==> config.mk <==
export PLATFORM = sky130hd
export DESIGN_NAME = alu_pipe
export DESIGN_NICKNAME = d
export VERILOG_FILES = /design/src/rtl/alu_pkg.sv /design/src/rtl/alu_core.sv /design/src/rtl/dff.sv /design/src/rtl/alu_pipe.sv
export SDC_FILE = /design/constraint.sdc
export NUM_CORES = 1
export LEC_CHECK = 0
export CAP_MARGIN = 5
export CORE_MARGIN = 4
export CORE_UTILIZATION = 50
export DETAILED_ROUTE_END_ITERATION = 16
export GPL_TIMING_DRIVEN = 0
export PLACE_DENSITY_LB_ADDON = 0.25
export SYNTH_ARGS = -nofsm -noshare
export SYNTH_HDL_FRONTEND = slang
export SYNTH_SLANG_ARGS = --single-unit
export TNS_END_PERCENT = 1
==> constraint.sdc <==
create_clock -name clk -period 3.4 [get_ports clk]
set_input_delay 0.85 -clock clk [delete_from_list [all_inputs] [get_ports clk]]
set_output_delay 0.85 -clock clk [all_outputs]
set_load 0.01 [all_outputs]
==> src/rtl/alu_pkg.sv <==
// Shared definitions for the pipelined ALU.
// Opcodes and flag-vector layout used by core, pipe and bench.
package alu_pkg;

    localparam logic [2:0] OP_ADD = 3'b000;
    localparam logic [2:0] OP_SUB = 3'b001;
    localparam logic [2:0] OP_AND = 3'b010;
    localparam logic [2:0] OP_OR  = 3'b011;
    localparam logic [2:0] OP_XOR = 3'b100;
    localparam logic [2:0] OP_SLL = 3'b101;
    localparam logic [2:0] OP_SRL = 3'b110;
    localparam logic [2:0] OP_SRA = 3'b111;

    // Flag vector layout: {ovf, carry, neg, zero}
    localparam int FLAG_ZERO  = 0;
    localparam int FLAG_NEG   = 1;
    localparam int FLAG_CARRY = 2;
    localparam int FLAG_OVF   = 3;

endpackage

==> src/rtl/alu_core.sv <==
// Combinational ALU datapath: arithmetic, logic, shifts and flags.
// Only B[SHW-1:0] is used as the shift amount.
module alu_core
    import alu_pkg::*;
#(
    parameter int WIDTH = 8
) (
    input  logic [WIDTH-1:0] a_i,
    input  logic [WIDTH-1:0] b_i,
    input  logic [2:0]       op_i,
    output logic [WIDTH-1:0] result_o,
    output logic [3:0]       flags_o
);

    localparam int SHW = $clog2(WIDTH);

    logic             sub;
    logic [WIDTH-1:0] bx;
    logic [WIDTH:0]   sum;
    logic [SHW-1:0]   shamt;
    logic             arith;

    always_comb begin
        sub      = (op_i == OP_SUB);
        bx       = sub ? ~b_i : b_i;
        sum      = {1'b0, a_i} + {1'b0, bx} + {{WIDTH{1'b0}}, sub};
        shamt    = b_i[SHW-1:0];
        arith    = (op_i == OP_ADD) || (op_i == OP_SUB);
        result_o = '0;
        unique case (op_i)
            OP_ADD,
            OP_SUB: result_o = sum[WIDTH-1:0];
            OP_AND: result_o = a_i & b_i;
            OP_OR:  result_o = a_i | b_i;
            OP_XOR: result_o = a_i ^ b_i;
            OP_SLL: result_o = a_i << shamt;
            OP_SRL: result_o = a_i >> shamt;
            OP_SRA: result_o = $unsigned($signed(a_i) >>> shamt);
        endcase
        flags_o             = '0;
        flags_o[FLAG_ZERO]  = (result_o == '0);
        flags_o[FLAG_NEG]   = result_o[WIDTH-1];
        flags_o[FLAG_CARRY] = arith & sum[WIDTH];
        flags_o[FLAG_OVF]   = arith
                            & (a_i[WIDTH-1] == bx[WIDTH-1])
                            & (sum[WIDTH-1] != a_i[WIDTH-1]);
    end

endmodule

==> src/rtl/dff.sv <==
// Enabled D flip-flop cell with asynchronous active-low clear.
// Holds its value whenever en_i is low.
module dff #(
    parameter int W = 1
) (
    input  logic         clk_i,
    input  logic         rst_n_i,
    input  logic         en_i,
    input  logic [W-1:0] d_i,
    output logic [W-1:0] q_o
);

    always_ff @(posedge clk_i or negedge rst_n_i) begin
        if (!rst_n_i) begin
            q_o <= '0;
        end else if (en_i) begin
            q_o <= d_i;
        end
    end

endmodule

==> src/rtl/alu_pipe.sv <==
// Two-stage valid/ready pipelined ALU; one operation per cycle.
// Stage 1 registers operands, stage 2 registers result and flags.
module alu_pipe
    import alu_pkg::*;
#(
    parameter int WIDTH = 8
) (
    input  logic             clk,
    input  logic             rst_n,
    input  logic             in_valid,
    output logic             in_ready,
    input  logic [WIDTH-1:0] in_a,
    input  logic [WIDTH-1:0] in_b,
    input  logic [2:0]       in_op,
    output logic             out_valid,
    input  logic             out_ready,
    output logic [WIDTH-1:0] out_result,
    output logic             out_zero,
    output logic             out_neg,
    output logic             out_carry,
    output logic             out_ovf
);

    logic             en;
    logic             ld1;
    logic             ld2;
    logic             v1_q;
    logic             out_valid_q;
    logic [WIDTH-1:0] a_q;
    logic [WIDTH-1:0] b_q;
    logic [2:0]       op_q;
    logic [WIDTH-1:0] res_d;
    logic [WIDTH-1:0] res_q;
    logic [3:0]       flg_d;
    logic [3:0]       flg_q;

    // The whole pipe advances together unless a result is stuck at the output
    assign en       = !out_valid_q || out_ready;
    assign in_ready = en;
    assign ld1      = in_valid && en;
    assign ld2      = v1_q && en;

    dff #(.W(1)) u_v1 (
        .clk_i(clk), .rst_n_i(rst_n), .en_i(en),
        .d_i(in_valid), .q_o(v1_q)
    );

    dff #(.W(2 * WIDTH + 3)) u_s1 (
        .clk_i(clk), .rst_n_i(rst_n), .en_i(ld1),
        .d_i({in_a, in_b, in_op}), .q_o({a_q, b_q, op_q})
    );

    alu_core #(.WIDTH(WIDTH)) u_core (
        .a_i(a_q), .b_i(b_q), .op_i(op_q),
        .result_o(res_d), .flags_o(flg_d)
    );

    dff #(.W(1)) u_v2 (
        .clk_i(clk), .rst_n_i(rst_n), .en_i(en),
        .d_i(v1_q), .q_o(out_valid_q)
    );

    dff #(.W(WIDTH + 4)) u_s2 (
        .clk_i(clk), .rst_n_i(rst_n), .en_i(ld2),
        .d_i({res_d, flg_d}), .q_o({res_q, flg_q})
    );

    assign out_valid  = out_valid_q;
    assign out_result = res_q;
    assign out_zero   = flg_q[FLAG_ZERO];
    assign out_neg    = flg_q[FLAG_NEG];
    assign out_carry  = flg_q[FLAG_CARRY];
    assign out_ovf    = flg_q[FLAG_OVF];

endmodule

[Word level (Yosys, flattened, before mapping)]
Index checks and enable logic that the tools add are counted.
Storage, ports and cells
  input port bits: 23
  output and inout port bits: 14
  logic and storage cells: 35
  register bits after elaboration: 33
Operators by class
  equality and inequality tests: 9
  reductions and logical operators: 8
  muxes and demuxes: 2
  bitwise operators: 7
  $add $sub $neg: 2
  shifts and indexed selects: 3
Operators with widths (number)
  $pmux 8 s7: 1
  $eq 3x3->1 const B: 4
  $add 8x8->9: 1
  $add 9x1->9: 1
  $and 8x8->8: 1
  $logic_not 8->1: 1
  $mux 8: 1
  $not 8->8: 1
  $or 8x8->8: 1
  $shl 8x3->8: 1
  $shr 8x3->8: 1
  $sshr 8x3->8: 1
  $xor 8x8->8: 1
  $eq 3x2->1 const B: 2
  $and 1x1->1: 3
  $eq 3x1->1 const B: 1
  $logic_not 3->1: 1
  $logic_and 1x1->1: 2
  $logic_or 1x1->1: 2
  $reduce_or 2->1: 1
  $eq 1x1->1: 1
  $logic_not 1->1: 1
  $ne 1x1->1: 1

[Logic depth before layout (Yosys ltp)]
  depth after elaboration: 6
  mapped depth: 13
  depth with buffers taken out: 11

[Modules after synthesis]
From an unflattened synthesis, not the netlist that was laid out.
Second synthesis, totals
  cell total of the unflattened synthesis: 292
  area, all modules: 2996.6 µm²
By module, submodules not included
  alu_core: instances 1, cells an instance 220, area an instance 1645.3 µm², sequential area each 0.0 µm²
  dff (u_s1): instances 1, cells an instance 40, area an instance 758.2 µm², sequential area each 475.5 µm²
  dff (u_s2): instances 1, cells an instance 25, area an instance 484.2 µm², sequential area each 300.3 µm²
  dff (u_v1 ...): instances 2, cells an instance 2, area an instance 40.0 µm², sequential area each 25.0 µm²
  alu_pipe: instances 1, cells an instance 3, area an instance 28.8 µm², sequential area each 0.0 µm²

[Least setup slack after synthesis]
OpenSTA, ideal clock, no wires.
  path kind: flip-flop to flip-flop
  start: register u_s1.q_o[1]
  end: register u_s2.q_o[0]
  clock period less this slack: 3.219 ns
  buffers on the path: 2
  cell stages (with the launch flop): 14
  arrival time: 3.123 ns
  slack: 0.181 ns
  data required time: 3.305 ns
  setup time: 0.095 ns
  cells stage by stage: dfrtp_1 clkbuf_1 or2_2 clkbuf_1 nor2_1 xnor2_1 fa_1 a211oi_1 o21bai_1 a21oi_1 xnor2_1 o22ai_1 nand4b_1 o31ai_1
Between the ends
  word-level cells in the longest chain between the ends: 6
  elaborated cells between the ends (all ways): 14
  classes of those cells: add/sub (2); eq/ne (7); mux (2); reduce/logical (3)
RTL lines
  from (decl): RTL line dff.sv:10  | output logic [W-1:0] q_o
  from (signal assigned): RTL line dff.sv:17  | q_o <= d_i;
  $eq 3x1->1: RTL line alu_core.sv:24, alu_core.sv:30
  $mux 8: RTL line alu_core.sv:25  | bx = sub ? ~b_i : b_i;
  $add 8x8->9: RTL line alu_core.sv:26  | sum = {1'b0, a_i} + {1'b0, bx} + {{WIDTH{1'b0}}, sub};
  $add 9x1->9: RTL line alu_core.sv:26
  $pmux 8 s7 *: RTL line alu_core.sv:30  | unique case (op_i)
  $logic_not 8->1 *: RTL line alu_core.sv:41  | flags_o[FLAG_ZERO] = (result_o == '0);
  to (signal assigned): RTL line dff.sv:17
  to (decl): RTL line dff.sv:10
Every way passes the cells marked *; elsewhere a longest branch is shown, timed or not.
A chain may end at the register's enable or synchronous reset.

[Worst setup path in the final report]
  start: register u_s1.q_o[1]
  end: register u_s2.q_o[1]
Between the ends
  word-level cells in the longest chain between the ends: 5
  elaborated cells between the ends (all ways): 13
  classes of those cells: add/sub (2); eq/ne (7); mux (2); reduce/logical (2)
RTL lines (RTL line)
  $eq 3x1->1: alu_core.sv:24, alu_core.sv:30
  $mux 8: alu_core.sv:25
  $add 8x8->9: alu_core.sv:26
  $add 9x1->9: alu_core.sv:26
  $pmux 8 s7 *: alu_core.sv:30
Marks and branches as above.

==> flow_metrics.tcl <==
set metrics [dict create \
    first_pass_iters 4 \
    grt_pass1_vias 2340 \
    path_clk_slew_ps 70 \
    cts_buffers 5 \
    async_flop_share_pct 100 \
    area_growth_pct 20.1 \
    synth.yosys.warnings 0 \
    die-area_um2 6740 \
    ctsHoldBuffers 0 \
    place_hpwl_um 5530 \
    yosysTopAreaCellShare_pct 29.2 \
    clk_latency_ps 300 \
    yosys.area.top_type "dfrtp_1" \
    synth_cells 302 \
    fin_crit_ps 3120 \
    synth.avg_cell_area_um2 9.09 \
    p_int_mw 1.18 \
    finalHoldViolations 0 \
    maxCapViolCount 0 \
    peakVddDrop_v 0.000301 \
    design_area_um2 3300 \
    via_per_inst 5.94 \
    power.share.clock_pct 15.9 \
    dieWidth_um 82.1 \
    crit_family "compound AO/OA/AOI/OAI gates" \
    path_class "reg -> reg" \
    slowest_delay_ps 510 \
    cts_root_buf "clkbuf_8" \
    fillers 474 \
    placed_area_um2 3190 \
    r2r_slack_ps 280 \
    cts.sinks 32 \
    syn-cell-area_um2 2750 \
    ys_seq_area_share_pct 29.2 \
    rsz0062_at_grt "false" \
    leakage_nw 1.40 \
    synth-main-ff-cell "dfrtp_1" \
    drive_gt1_share_pct 15.1 \
    worst-path-buf-inv 0 \
    hp-class "reg -> reg" \
    timing.final.crit_share_pct 91.8 \
    start_util_pct 52.7 \
    grt.overflow.total 0 \
    sw_frac_of_total_pct 42.0 \
    final_util_pct 63.4 \
    wl_per_cell_um 17.7 \
    maxSlewHeadroom_pct 51.9 \
    fmax_mhz 320 \
    syn_nets 351 \
    tightest_slew_ps 722 \
    drv_slew 0 \
    n_antenna_cell 0 \
    ys_types 55 \
    power.share.sequential_pct 28.8 \
    cellPowerDensity_nw_per_um2 616 \
    cp-end-kind "register" \
    track_usage_pct 23.8 \
    power_switching_uw 853 \
    antenna_found_initial 0 \
    crit_fanout 11 \
    synth_area_leaders "dfrtp_1 (29%), ha_1 (11%), mux2_2 (8.2%)" \
    die_height_um 82.1 \
    port_buffers 36 \
    cts_tree "yes" \
    critPathArrivalTime_ps 3290 \
    place_congestion 0.989 \
    grt_start_max_net_pins 33 \
    core-area_um2 5200 \
    nets 393 \
    setup_viol 0 \
    fin_skew_ps 11.5 \
    status "completed" \
    htree_num_levels 2 \
    cp_slowest_cell "dfrtp_1" \
    synth_edf_count 0 \
    synthTopCellsByCount "dfrtp_1 (32), nand2_1 (31), ha_1 (25), a21oi_1 (22), mux2_2 (20)" \
    wl_um 7340 \
    grt_first_pass_wirelength_um 12000 \
    p_comb_share_pct 55.3 \
    ant_nets 0 \
    drtIter0Drc 232 \
    cp_data_required_time_ps 3570 \
    route.detailed.drc 0 \
    rows 26 \
    yosysMostFrequentCell "dfrtp_1" \
    dp_cells 408 \
    cp-start-kind "register" \
    hold_slack_ps 480 \
    path_cells "or2_2 > nor2_4 > xnor2_1 > ha_1 > a211oi_1 > a211oi_2 > a31oi_1 > o21bai_2 > mux2i_1 > a21oi_2 > mux2_1" \
    top_level_ports 37 \
    via_count 2465 \
    ys_ff_latch 32 \
    clk_path_buf_depth 2 \
    instances_no_fill 415 \
]
metal layers:
metal  vias to the layer above  share of wire, %  GRT usage [%]
met4                         0               1.2           6.98
li1                       1174                 -              -
met3                         9               8.2           4.99
met5                         -                 0              0
met2                       101                46           36.8
met1                      1181                45           33.5
area by class of cell:
| class | instances | area (µm²) | share of cell area [%] |
|---|---|---|---|
| timing repair buffer | 37 | 363 | 11.0 |
| inverter | 22 | 82.6 | 2.50 |
| clock inverter | 1 | 7.51 | 0.228 |
| tap | 70 | 87.6 | 2.66 |
| multi-input combinational | 229 | 1790 | 54.2 |
| clock buffer | 7 | 86.3 | 2.62 |
| sequential | 32 | 801 | 24.3 |
| buffer | 17 | 81.3 | 2.47 |
worst register-to-register path, stage by stage, from the launching register on:
cell and delay, ps:
dfrtp_1 510, or2_2 440, nor2_4 190, xnor2_1 160
ha_1 260, a211oi_1 80, a211oi_2 320, a31oi_1 180
o21bai_2 220, mux2i_1 250, a21oi_2 90, mux2_1 310
stage by stage:
step | TNS (ps) | total power [mW] | setup slack [ps]
after detailed placement | -2430 | 1.69 | -561
after global routing | 0 | 2.18 | 75.0
after floorplan | 0 | 1.32 | 181
after CTS | 0 | 2.02 | 105
final | 0 | 2.03 | 278
after global placement | -2060 | 1.67 | -509
repair_timing:
action                     CTS  global route
setup buffers                1             0
gates resized for setup      2             2
setup endpoints to repair    7             3
pin swaps                    1             0
path summary, 6_finish.rpt:
path | startpoint | to | depth (start not counted)
worst min-delay path | u_s2.q_o[10] | u_s2.q_o[10] | 2
worst max-delay path | u_s1.q_o[1] | u_s2.q_o[1] | 11
worst max register to register | u_s1.q_o[1] | u_s2.q_o[1] | 11
min in group asynchronous | rst_n | u_s1.q_o[5] | 1
worst min register to register | u_s2.q_o[10] | u_s2.q_o[10] | 2
max in group asynchronous | rst_n | u_s1.q_o[13] | 1
sequential cells by signal (all words and copies together) (netlist names):
| name | cells |
|---|---|
| u_s2.q_o | 11 |
| u_v1.q_o | 1 |
| u_s1.q_o | 19 |
| u_v2.q_o | 1 |
power groups by stage:
stage	sequential [mW]	clock, mW	combinational [mW]
after floorplan	0.581	0	0.735
after global placement	0.580	0	1.09
after detailed placement	0.586	0	1.10
after CTS	0.583	0.330	1.10
after global routing	0.602	0.346	1.23
final	0.585	0.324	1.12
cells by family (layout without fill, tap and decap cells):
logic type / after synthesis / count (layout) / synth area share (%)
buffers and inverters: 41 / 84 / 6.24
flip-flops: 32 / 32 / 29.2
XOR/XNOR: 13 / 13 / 4.15
AO/OA/AOI/OAI: 86 / 86 / 20.9
AND/OR/NAND/NOR: 74 / 74 / 12.8
adder cells (fa/ha/maj): 26 / 26 / 12.1
multiplexers: 30 / 30 / 14.6
placed cells by master, fill, tap and decap left out, types with 3 or more instances in the layout:
| cell type | instances |
|---|---|
| a211oi_1 | 4 |
| dfrtp_1 | 32 |
| mux4_2 | 6 |
| a21oi_1 | 21 |
| mux2_2 | 20 |
| o31ai_1 | 5 |
| nand2_1 | 31 |
| o21ai_0 | 15 |
| buf_4 | 4 |
| clkbuf_1 | 9 |
| a31oi_1 | 5 |
| o22ai_1 | 3 |
| nor3_1 | 5 |
| ha_1 | 25 |
| clkdlybuf4s50_1 | 35 |
| a21o_1 | 3 |
| a22oi_1 | 3 |
| o211ai_1 | 5 |
| clkinv_1 | 3 |
| nand2b_1 | 7 |
| buf_2 | 6 |
| nor2_1 | 14 |
| inv_1 | 19 |
| mux2i_1 | 3 |
| xnor2_1 | 12 |
| clkbuf_8 | 6 |
| nor2b_1 | 3 |
| nand3_1 | 3 |
Power figures use the tool's default switching activity.
